**src/rtl/ram_port_arbiter_if.sv**
```systemverilog
// ram_port_arbiter_if: one requester's burst port onto the shared RAM
interface ram_port_arbiter_if #(
    parameter int DATA_WIDTH = 64,
    parameter int ADDR_WIDTH = 16
);
    logic                  req;
    logic                  we;
    logic [ADDR_WIDTH-1:0] addr;
    logic [DATA_WIDTH-1:0] wdata;
    logic                  last;
    logic                  gnt;
    logic                  rvalid;
    logic [DATA_WIDTH-1:0] rdata;
    modport master (output req, we, addr, wdata, last, input gnt, rvalid, rdata);
    modport slave (input req, we, addr, wdata, last, output gnt, rvalid, rdata);
endinterface

```
**src/rtl/ram_port_arbiter.sv**
```systemverilog
// ram_port_arbiter: round-robin burst arbiter sharing one single-port RAM between host and accelerator
module ram_port_arbiter #(
    parameter int DATA_WIDTH = 64,
    parameter int ADDR_WIDTH = 16,
    parameter int MAX_BURST  = 16
) (
    input  logic                  clk,
    input  logic                  rstb,
    ram_port_arbiter_if.slave     h,
    ram_port_arbiter_if.slave     a,
    output logic                  ram_cs,
    output logic                  ram_web,
    output logic [ADDR_WIDTH-1:0] ram_address,
    output logic [DATA_WIDTH-1:0] ram_d,
    input  logic [DATA_WIDTH-1:0] ram_q
);
    localparam int CW = $clog2(MAX_BURST) + 1;
    localparam logic [1:0] IDLE  = 2'd0;
    localparam logic [1:0] OWN_H = 2'd1;
    localparam logic [1:0] OWN_A = 2'd2;
    logic [1:0]    state_q, state_d;
    logic          pri_q, pri_d;
    logic [CW-1:0] cnt_q, cnt_d, cnt_inc;
    logic          rd_pend_q, rd_pend_d, rd_own_q, rd_own_d;
    logic          own_h, own_a, owned, o_req, o_we, o_last, beat, done;
    // owner mux, release decision and next-state; pri 0 = host holds priority
    always_comb begin
        own_h     = state_q == OWN_H;
        own_a     = state_q == OWN_A;
        owned     = own_h | own_a;
        o_req     = own_h ? h.req : own_a & a.req;
        o_we      = own_h ? h.we : a.we;
        o_last    = own_h ? h.last : a.last;
        beat      = owned & o_req;
        cnt_inc   = cnt_q + CW'(1);
        done      = owned & (~o_req | o_last | cnt_inc == CW'(MAX_BURST));
        state_d   = done ? IDLE : owned ? state_q :
                    h.req & (~a.req | ~pri_q) ? OWN_H : a.req ? OWN_A : IDLE;
        pri_d     = done ? own_h : pri_q;
        cnt_d     = owned ? (beat ? cnt_inc : cnt_q) : '0;
        rd_pend_d = beat & ~o_we;
        rd_own_d  = own_a;
    end
    // arbitration state and read-return tracking
    always_ff @(posedge clk or negedge rstb) begin
        if (!rstb) begin
            state_q   <= IDLE;
            pri_q     <= 1'b0;
            cnt_q     <= '0;
            rd_pend_q <= 1'b0;
            rd_own_q  <= 1'b0;
        end else begin
            state_q   <= state_d;
            pri_q     <= pri_d;
            cnt_q     <= cnt_d;
            rd_pend_q <= rd_pend_d;
            rd_own_q  <= rd_own_d;
        end
    end
    assign ram_cs      = beat;
    assign ram_web     = ~(beat & o_we);
    assign ram_address = beat ? (own_h ? h.addr : a.addr) : '0;
    assign ram_d       = beat ? (own_h ? h.wdata : a.wdata) : '0;
    assign h.gnt       = own_h;
    assign a.gnt       = own_a;
    assign h.rvalid    = rd_pend_q & ~rd_own_q;
    assign a.rvalid    = rd_pend_q & rd_own_q;
    assign h.rdata     = ram_q;
    assign a.rdata     = ram_q;
endmodule

```
**src/flat_wrapper.sv**
```systemverilog
// flat-port wrapper written by rule: the top's interface ports become plain ports
module ram_port_arbiter_flat 
#(
    parameter int DATA_WIDTH = 64,
    parameter int ADDR_WIDTH = 16,
    parameter int MAX_BURST  = 16
)
  (clk, rstb, ram_cs, ram_web, ram_address, ram_d, ram_q, h_req, h_we, h_addr, h_wdata, h_last, h_gnt, h_rvalid, h_rdata, a_req, a_we, a_addr, a_wdata, a_last, a_gnt, a_rvalid, a_rdata);
  ram_port_arbiter_if #(.DATA_WIDTH(DATA_WIDTH), .ADDR_WIDTH(ADDR_WIDTH)) h_i ();
  ram_port_arbiter_if #(.DATA_WIDTH(DATA_WIDTH), .ADDR_WIDTH(ADDR_WIDTH)) a_i ();
  input  logic clk;
  input  logic rstb;
  output logic ram_cs;
  output logic ram_web;
  output logic [ADDR_WIDTH-1:0] ram_address;
  output logic [DATA_WIDTH-1:0] ram_d;
  input  logic [DATA_WIDTH-1:0] ram_q;
  input wire logic [$bits(h_i.req)-1:0] h_req;
  input wire logic [$bits(h_i.we)-1:0] h_we;
  input wire logic [$bits(h_i.addr)-1:0] h_addr;
  input wire logic [$bits(h_i.wdata)-1:0] h_wdata;
  input wire logic [$bits(h_i.last)-1:0] h_last;
  output wire logic [$bits(h_i.gnt)-1:0] h_gnt;
  output wire logic [$bits(h_i.rvalid)-1:0] h_rvalid;
  output wire logic [$bits(h_i.rdata)-1:0] h_rdata;
  input wire logic [$bits(a_i.req)-1:0] a_req;
  input wire logic [$bits(a_i.we)-1:0] a_we;
  input wire logic [$bits(a_i.addr)-1:0] a_addr;
  input wire logic [$bits(a_i.wdata)-1:0] a_wdata;
  input wire logic [$bits(a_i.last)-1:0] a_last;
  output wire logic [$bits(a_i.gnt)-1:0] a_gnt;
  output wire logic [$bits(a_i.rvalid)-1:0] a_rvalid;
  output wire logic [$bits(a_i.rdata)-1:0] a_rdata;
  assign h_i.req = h_req;
  assign h_i.we = h_we;
  assign h_i.addr = h_addr;
  assign h_i.wdata = h_wdata;
  assign h_i.last = h_last;
  assign h_gnt = h_i.gnt;
  assign h_rvalid = h_i.rvalid;
  assign h_rdata = h_i.rdata;
  assign a_i.req = a_req;
  assign a_i.we = a_we;
  assign a_i.addr = a_addr;
  assign a_i.wdata = a_wdata;
  assign a_i.last = a_last;
  assign a_gnt = a_i.gnt;
  assign a_rvalid = a_i.rvalid;
  assign a_rdata = a_i.rdata;
  ram_port_arbiter #(.DATA_WIDTH(DATA_WIDTH), .ADDR_WIDTH(ADDR_WIDTH), .MAX_BURST(MAX_BURST)) u_core (.clk(clk), .rstb(rstb), .h(h_i), .a(a_i), .ram_cs(ram_cs), .ram_web(ram_web), .ram_address(ram_address), .ram_d(ram_d), .ram_q(ram_q));
endmodule
```
**config.mk**
```make
export PLATFORM = sky130hd
export DESIGN_NAME = ram_port_arbiter_flat
export DESIGN_NICKNAME = d
export VERILOG_FILES = /design/src/rtl/ram_port_arbiter_if.sv /design/src/rtl/ram_port_arbiter.sv /design/src/flat_wrapper.sv
export SDC_FILE = /design/constraint.sdc
export NUM_CORES = 1
export LEC_CHECK = 0
export ABC_AREA = 1
export BUFFER_PORTS_ARGS = -buffer_cell sky130_fd_sc_hd__buf_4
export CORE_AREA = 2 2 173 175
export DETAILED_ROUTE_END_ITERATION = 8
export DIE_AREA = 0 0 175 177
export GPL_ROUTABILITY_DRIVEN = 0
export GPL_TIMING_DRIVEN = 0
export PLACE_DENSITY_LB_ADDON = 0.12
export SLEW_MARGIN = 0
export SYNTH_ARGS = -nofsm -noshare
export SYNTH_HDL_FRONTEND = slang
export SYNTH_SLANG_ARGS = --single-unit
```
**constraint.sdc**
```tcl
create_clock -name clk -period 1.91 [get_ports clk]
set_input_delay 0.191 -clock clk [delete_from_list [all_inputs] [get_ports clk]]
set_output_delay 0.191 -clock clk [all_outputs]
set_load 0.01 [all_outputs]
```
==> Word-level counts from Yosys, hierarchy flattened <==
Cells that the tools add are included.
{ "totals": {"regBits": 10, "output_inout_bits": 214, "wordCells": 42} }
{ "classes": {"addsub": 1, "eq_ne": 5, "muxes": 13, "bitwise": 18} }
{ "ops": {"columns": ["cell", "n"], "rows": [
  ["64-bit two-way mux", 2],
  ["16-bit two-way mux", 2],
  ["5-bit two-way mux", 2],
  ["1-bit bitwise AND", 8],
  ["2-bit two-way mux", 4],
  ["1-bit inverter", 6],
  ["5-bit by 1-bit adder with 5-bit output (second input constant)", 1],
  ["5-bit equality test (second input constant)", 1],
  ["2-bit inequality test (second input constant)", 2],
  ["1-bit bitwise OR", 4],
  ["1-bit two-way mux", 3],
  ["2-bit by 1-bit equality test with 1-bit output (second input constant)", 1],
  ["2-bit equality test (second input constant)", 1]
]} }

==> Longest topological paths before layout <==
{ "logic_depth": {"word_depth": 8, "ltp_mapped": 10, "mapped_depth_nobuf": 10} }

==> Worst setup path after synthesis <==
No wires, ideal clock.
{ "synth_path": {"path_kind": "register to output", "startpoint": "register u_core.state_q[1]", "endpoint": "output ram_address[0]", "arrival_time_ns": 1.423, "path_slack_ns": 0.296, "stages_incl_launch_ff": 9, "cell_sequence": "dfrtp_1 > inv_1 > ha_1 > nand2_1 > o21ai_2 > nand2_2 > buf_6 > buf_6 > a21oi_2"} }
{ "synth_rtl": {"columns": ["element", "line", "rtl"], "rows": [
  ["start, declared", "ram_port_arbiter.sv:21", "logic [1:0] state_q, state_d;"],
  ["start signal, assigned", "ram_port_arbiter.sv:53", "state_q <= state_d;"],
  ["2-bit by 1-bit equality test with 1-bit output *", "ram_port_arbiter.sv:28", "own_h = state_q == OWN_H;"],
  ["named net h_gnt", "flat_wrapper.sv:23", "output wire logic [$bits(h_i.gnt)-1:0] h_gnt;"],
  ["1-bit bitwise OR / 1-bit two-way mux (equally long branches)", "ram_port_arbiter.sv:30, ram_port_arbiter.sv:31", null],
  ["1-bit bitwise AND", "ram_port_arbiter.sv:34", "beat = owned & o_req;"],
  ["16-bit two-way mux *", "ram_port_arbiter.sv:62", "assign ram_address = beat ? (own_h ? h.addr : a.addr) : '0;"],
  ["end, declared", "flat_wrapper.sv:15", "output logic [ADDR_WIDTH-1:0] ram_address;"]
]} }
The timed path passes the listed nets; every way through them passes the cells marked *.

==> Worst setup path after layout <==
{ "layout_path": {"startpoint": "register u_core.state_q[0]", "endpoint": "output ram_d[39]"} }
{ "layout_via": {"elab_chain_len": 5} }
{ "layout_rtl": {"columns": ["element", "line", "rtl"], "rows": [
  ["2-bit equality test", "ram_port_arbiter.sv:29", "own_a = state_q == OWN_A;"],
  ["1-bit bitwise AND", "ram_port_arbiter.sv:31", "o_req = own_h ? h.req : own_a & a.req;"],
  ["1-bit two-way mux", "ram_port_arbiter.sv:31", null],
  ["1-bit bitwise AND", "ram_port_arbiter.sv:34", null],
  ["64-bit two-way mux *", "ram_port_arbiter.sv:63", "assign ram_d = beat ? (own_h ? h.wdata : a.wdata) : '0;"],
  ["end, declared", "flat_wrapper.sv:16", "output logic [DATA_WIDTH-1:0] ram_d;"]
]} }
Every way passes the cells marked *; elsewhere a longest branch is shown, timed or not.

==> results.py <==
metrics = {
    "synth": {
        "syn_avg_cell_area_um2": 6.30,
        "yosysTopAreaCell": "buf_4",
        "netlist_top_cells_area": "buf_4, nand2_1, a21oi_2, dfrtp_1, buf_6",
        "yosysTopAreaCellShare": 0.326,
        "synth.yosys.warnings": 0,
        "yosys.cell_types.count": 20,
        "yosysSeqAreaShare": 0.0850,
        "ys_async_sr_fraction": 1.00,
        "postSynth.topFlopCell": "dfrtp_1",
        "mapped_cell_area_um2": 2940,
        "ys_seq_elements": 10,
        "postSynthNetCount": 702,
        "synthCells": 467,
        "synth-edff-count": 0,
    },
    "layout": {
        "n_antenna_cell": 0,
        "fin_nets": 1099,
        "finalCoreUtilization": 0.229,
        "drive_gt1_frac": 0.730,
        "num-fill-cells": 3308,
        "area.growth.synth_to_final_pct": 128,
    },
    "clock_tree": {
        "clkSlewWorstSetupHoldPaths_ps": 40,
        "cts_htree_levels": 1,
        "insertion_delay_ps": 230,
        "tritoncts": "yes",
        "cts-buffers-inserted": 3,
        "cts-root-buf": "clkbuf_16",
        "cts_sinks": 10,
        "cts.path.max_buffers": 2,
    },
    "grt": {
        "largest_net_degree_at_the_start_of_global_routing": 11,
        "antenna_violations_before_repair": 0,
        "global_route.overflow_total": 0,
        "wire_length_of_the_first_global_routing_pass_mm": 24.3,
        "number_of_global_route_vias_before_repair": 4106,
        "grt_use_total": 0.100,
    },
    "drt": {
        "avgViaCountPerCell": 3.37,
        "firstDrtPassIters": 4,
        "ant_nets": 0,
        "first_iter_violations": 97,
        "vias": 4219,
        "routed_wire_length_per_instance_um": 14.1,
        "route.detailed.drc": 0,
        "drt-total-wl_mm": 17.6,
    },
    "setup_path": {
        "critPathSlowestCell": "dfrtp_1",
        "endpoint_class_of_the_critical_path": "output port",
        "reg2reg_depth": 9,
        "timing.critical_path.required_ps": 1720,
        "crit-reg2reg-launch": "u_core.state_q[0]",
        "worstPathBufferInverterCount": 4,
        "crit_top_cell": "buf_6",
        "timing.critical_path.cells": "buf_6 > ha_4 > o21ai_4 > nand2_4 > buf_12 > clkbuf_16 > a21oi_4 > buf_6",
        "critPathMaxStageDelay_ps": 380,
        "cp.arrival_ps": 1860,
        "start_kind": "flip-flop",
        "timing_worst_setup_path_type": "flip-flop to output port",
        "crit_family": "buffers and inverters",
        "worst-r2r-setup-slack_ps": 340,
        "timing.critical_path.fanout_max": 6,
        "regToRegEndpoint": "u_core.pri_q",
    },
    "pwr": {
        "comb_power_share": 0.854,
        "p_switching_mw": 2.26,
        "power.static_leakage_nw": 3.53,
        "power_per_cell_area_nw_per_um2": 678,
        "cellInternalPower_mw": 2.29,
        "clockPowerShare": 0.081,
        "power.share.switching": 0.497,
        "power_frac_seq": 0.065,
        "max-vdd-ir-drop_v": 0.000363,
        "finalPower_mw": 4.55,
    },
    "timing": {
        "period_needed_ps": 2050,
        "maxSlewViolCount": 0,
        "hold_violations": 0,
        "timing.clock.skew_ps": 2.86,
        "setup_ws_ps": -139,
        "fmax_mhz": 488,
        "report.final.setup_viol": 79,
        "fin_crit_sh": 1.07,
        "timing.hold.ws_ps": 221,
        "max-slew-margin-rel": 0.799,
        "worst_pin_slew_ps": 301,
        "rsz0062_at_grt": "true",
    },
    "die": {
        "dieHeight_um": 177,
        "die_area_um2": 31000,
        "floorplan.rows": 63,
        "initial_core_util": 0.101,
        "fp.coreArea_um2": 29200,
        "width_of_the_die_um": 175,
        "io_pins": 446,
    },
    "worst_hold_path": {
        "hold_path_depth": 3,
        "min-delay-start": "a_req",
        "hold_path_class": "input port to flip-flop",
        "holdPathEnd": "u_core.state_q[1]",
    },
    "job": {
        "max_cap_violations": 0,
    },
    "status": {
        "failing_checks": "negative setup slack",
        "outcome": "finished with violations",
    },
    "placed_design": {
        "port-buffer-count": 381,
        "detailedPlacementHpwl_mm": 14.9,
    },
}
## logic make-up after synthesis
family,after synthesis,share of synthesized area
simple gates,201,0.263
buf+inv,166,0.399
compound gates,87,0.240
flops,10,0.0850
fa+ha+maj,3,0.0128
## stage by stage
step / setup slack [ps] / area (um2) / instances / TNS (ps)
5_1_grt: -203 / 6710 / 1252 / -12760
3_3_place_gp: -508 / 6290 / 1238 / -17100
3_5_place_dp: -533 / 6290 / 1238 / -17600
2_1_floorplan: 296 / 2940 / 467 / 0
6_report: -139 / 6710 / 1252 / -7360
4_1_cts: -150 / 6610 / 1248 / -7470
## Yosys cell counts, types with 2 or more instances
cell type	count
a21oi_1	10
a21oi_2	70
buf_2	9
buf_4	128
buf_6	8
clkbuf_1	9
dfrtp_1	10
ha_1	3
inv_1	10
inv_2	2
nand2_1	186
nand3_1	6
nand4_1	4
nor2_1	4
o21ai_0	3
## worst max path at each step
stage	slack [ps]	cells past startpoint	endpoint	start
2_1_floorplan	300	8	ram_address[0]	u_core.state_q[1]
3_3_place_gp	-510	6	ram_d[42]	u_core.state_q[0]
3_5_place_dp	-530	6	ram_d[44]	u_core.state_q[0]
4_1_cts	-150	8	ram_d[44]	u_core.state_q[0]
5_1_grt	-200	9	ram_d[39]	u_core.state_q[0]
6_report	-140	8	ram_d[39]	u_core.state_q[0]
## sequential cells by signal, summed over array words and instances (netlist names)
signal	flops
u_core.rd_own_q	1
u_core.pri_q	1
u_core.cnt_q	5
u_core.state_q	2
u_core.rd_pend_q	1
## worst min-delay path, stage by stage
cell and delay, ps:
buf_4 100, nand3_1 70, nand2_1 60
## layer usage
metal | vias up | wire, um | track usage
li1 | 2138 | - | -
met1 | 1869 | 6440 | 0.115
met2 | 208 | 9650 | 0.193
met3 | 4 | 1490 | 0.0260
met4 | 0 | 74 | 0.00486
met5 | - | 0 | 0
## power by group through the flow
stage	Sequential, mW	Clock (mW)	Combinational [mW]
final	0.295	0.368	3.88
after global placement	0.301	0	3.52
after global routing	0.302	0.388	4.30
after CTS	0.294	0.371	3.88
after detailed placement	0.300	0	3.49
after floorplan	0.287	0	1.95
## timing repair
action | 4_1_cts | 5_1_grt
hold buffers | 1 | 0
pin swaps | 3 | 3
endpoints found under the setup margin | 81 | 80
cloned | 1 | 1
buffers inserted | 5 | 3
hold endpoints to repair | 10 | 0
gates resized for setup | 49 | 13
## layout make-up
cell class                      instances  area [um2]  share of cell area
Tap cell                              390         488              0.0728
Multi-Input combinational cell        291        1590               0.238
Buffer                                154        1250               0.186
Timing Repair Buffer                  392        3000               0.448
Sequential cell                        10         250              0.0373
Clock buffer                            3        75.1              0.0112
Inverter                               12        50.0             0.00746
## cells in the final DEF, fill, tap and decap left out, types with 3 or more instances in the layout
| master | count |
|---|---|
| clkbuf_4 | 9 |
| dfrtp_1 | 10 |
| buf_6 | 9 |
| nor2_1 | 4 |
| buf_12 | 3 |
| nand2_1 | 184 |
| a21oi_2 | 66 |
| a21oi_1 | 9 |
| nand3_1 | 6 |
| clkbuf_16 | 4 |
| inv_1 | 8 |
| buf_4 | 514 |
| a21oi_4 | 5 |
| nand4_1 | 4 |
| o21ai_0 | 3 |
Power figures use the tool's default switching activity.
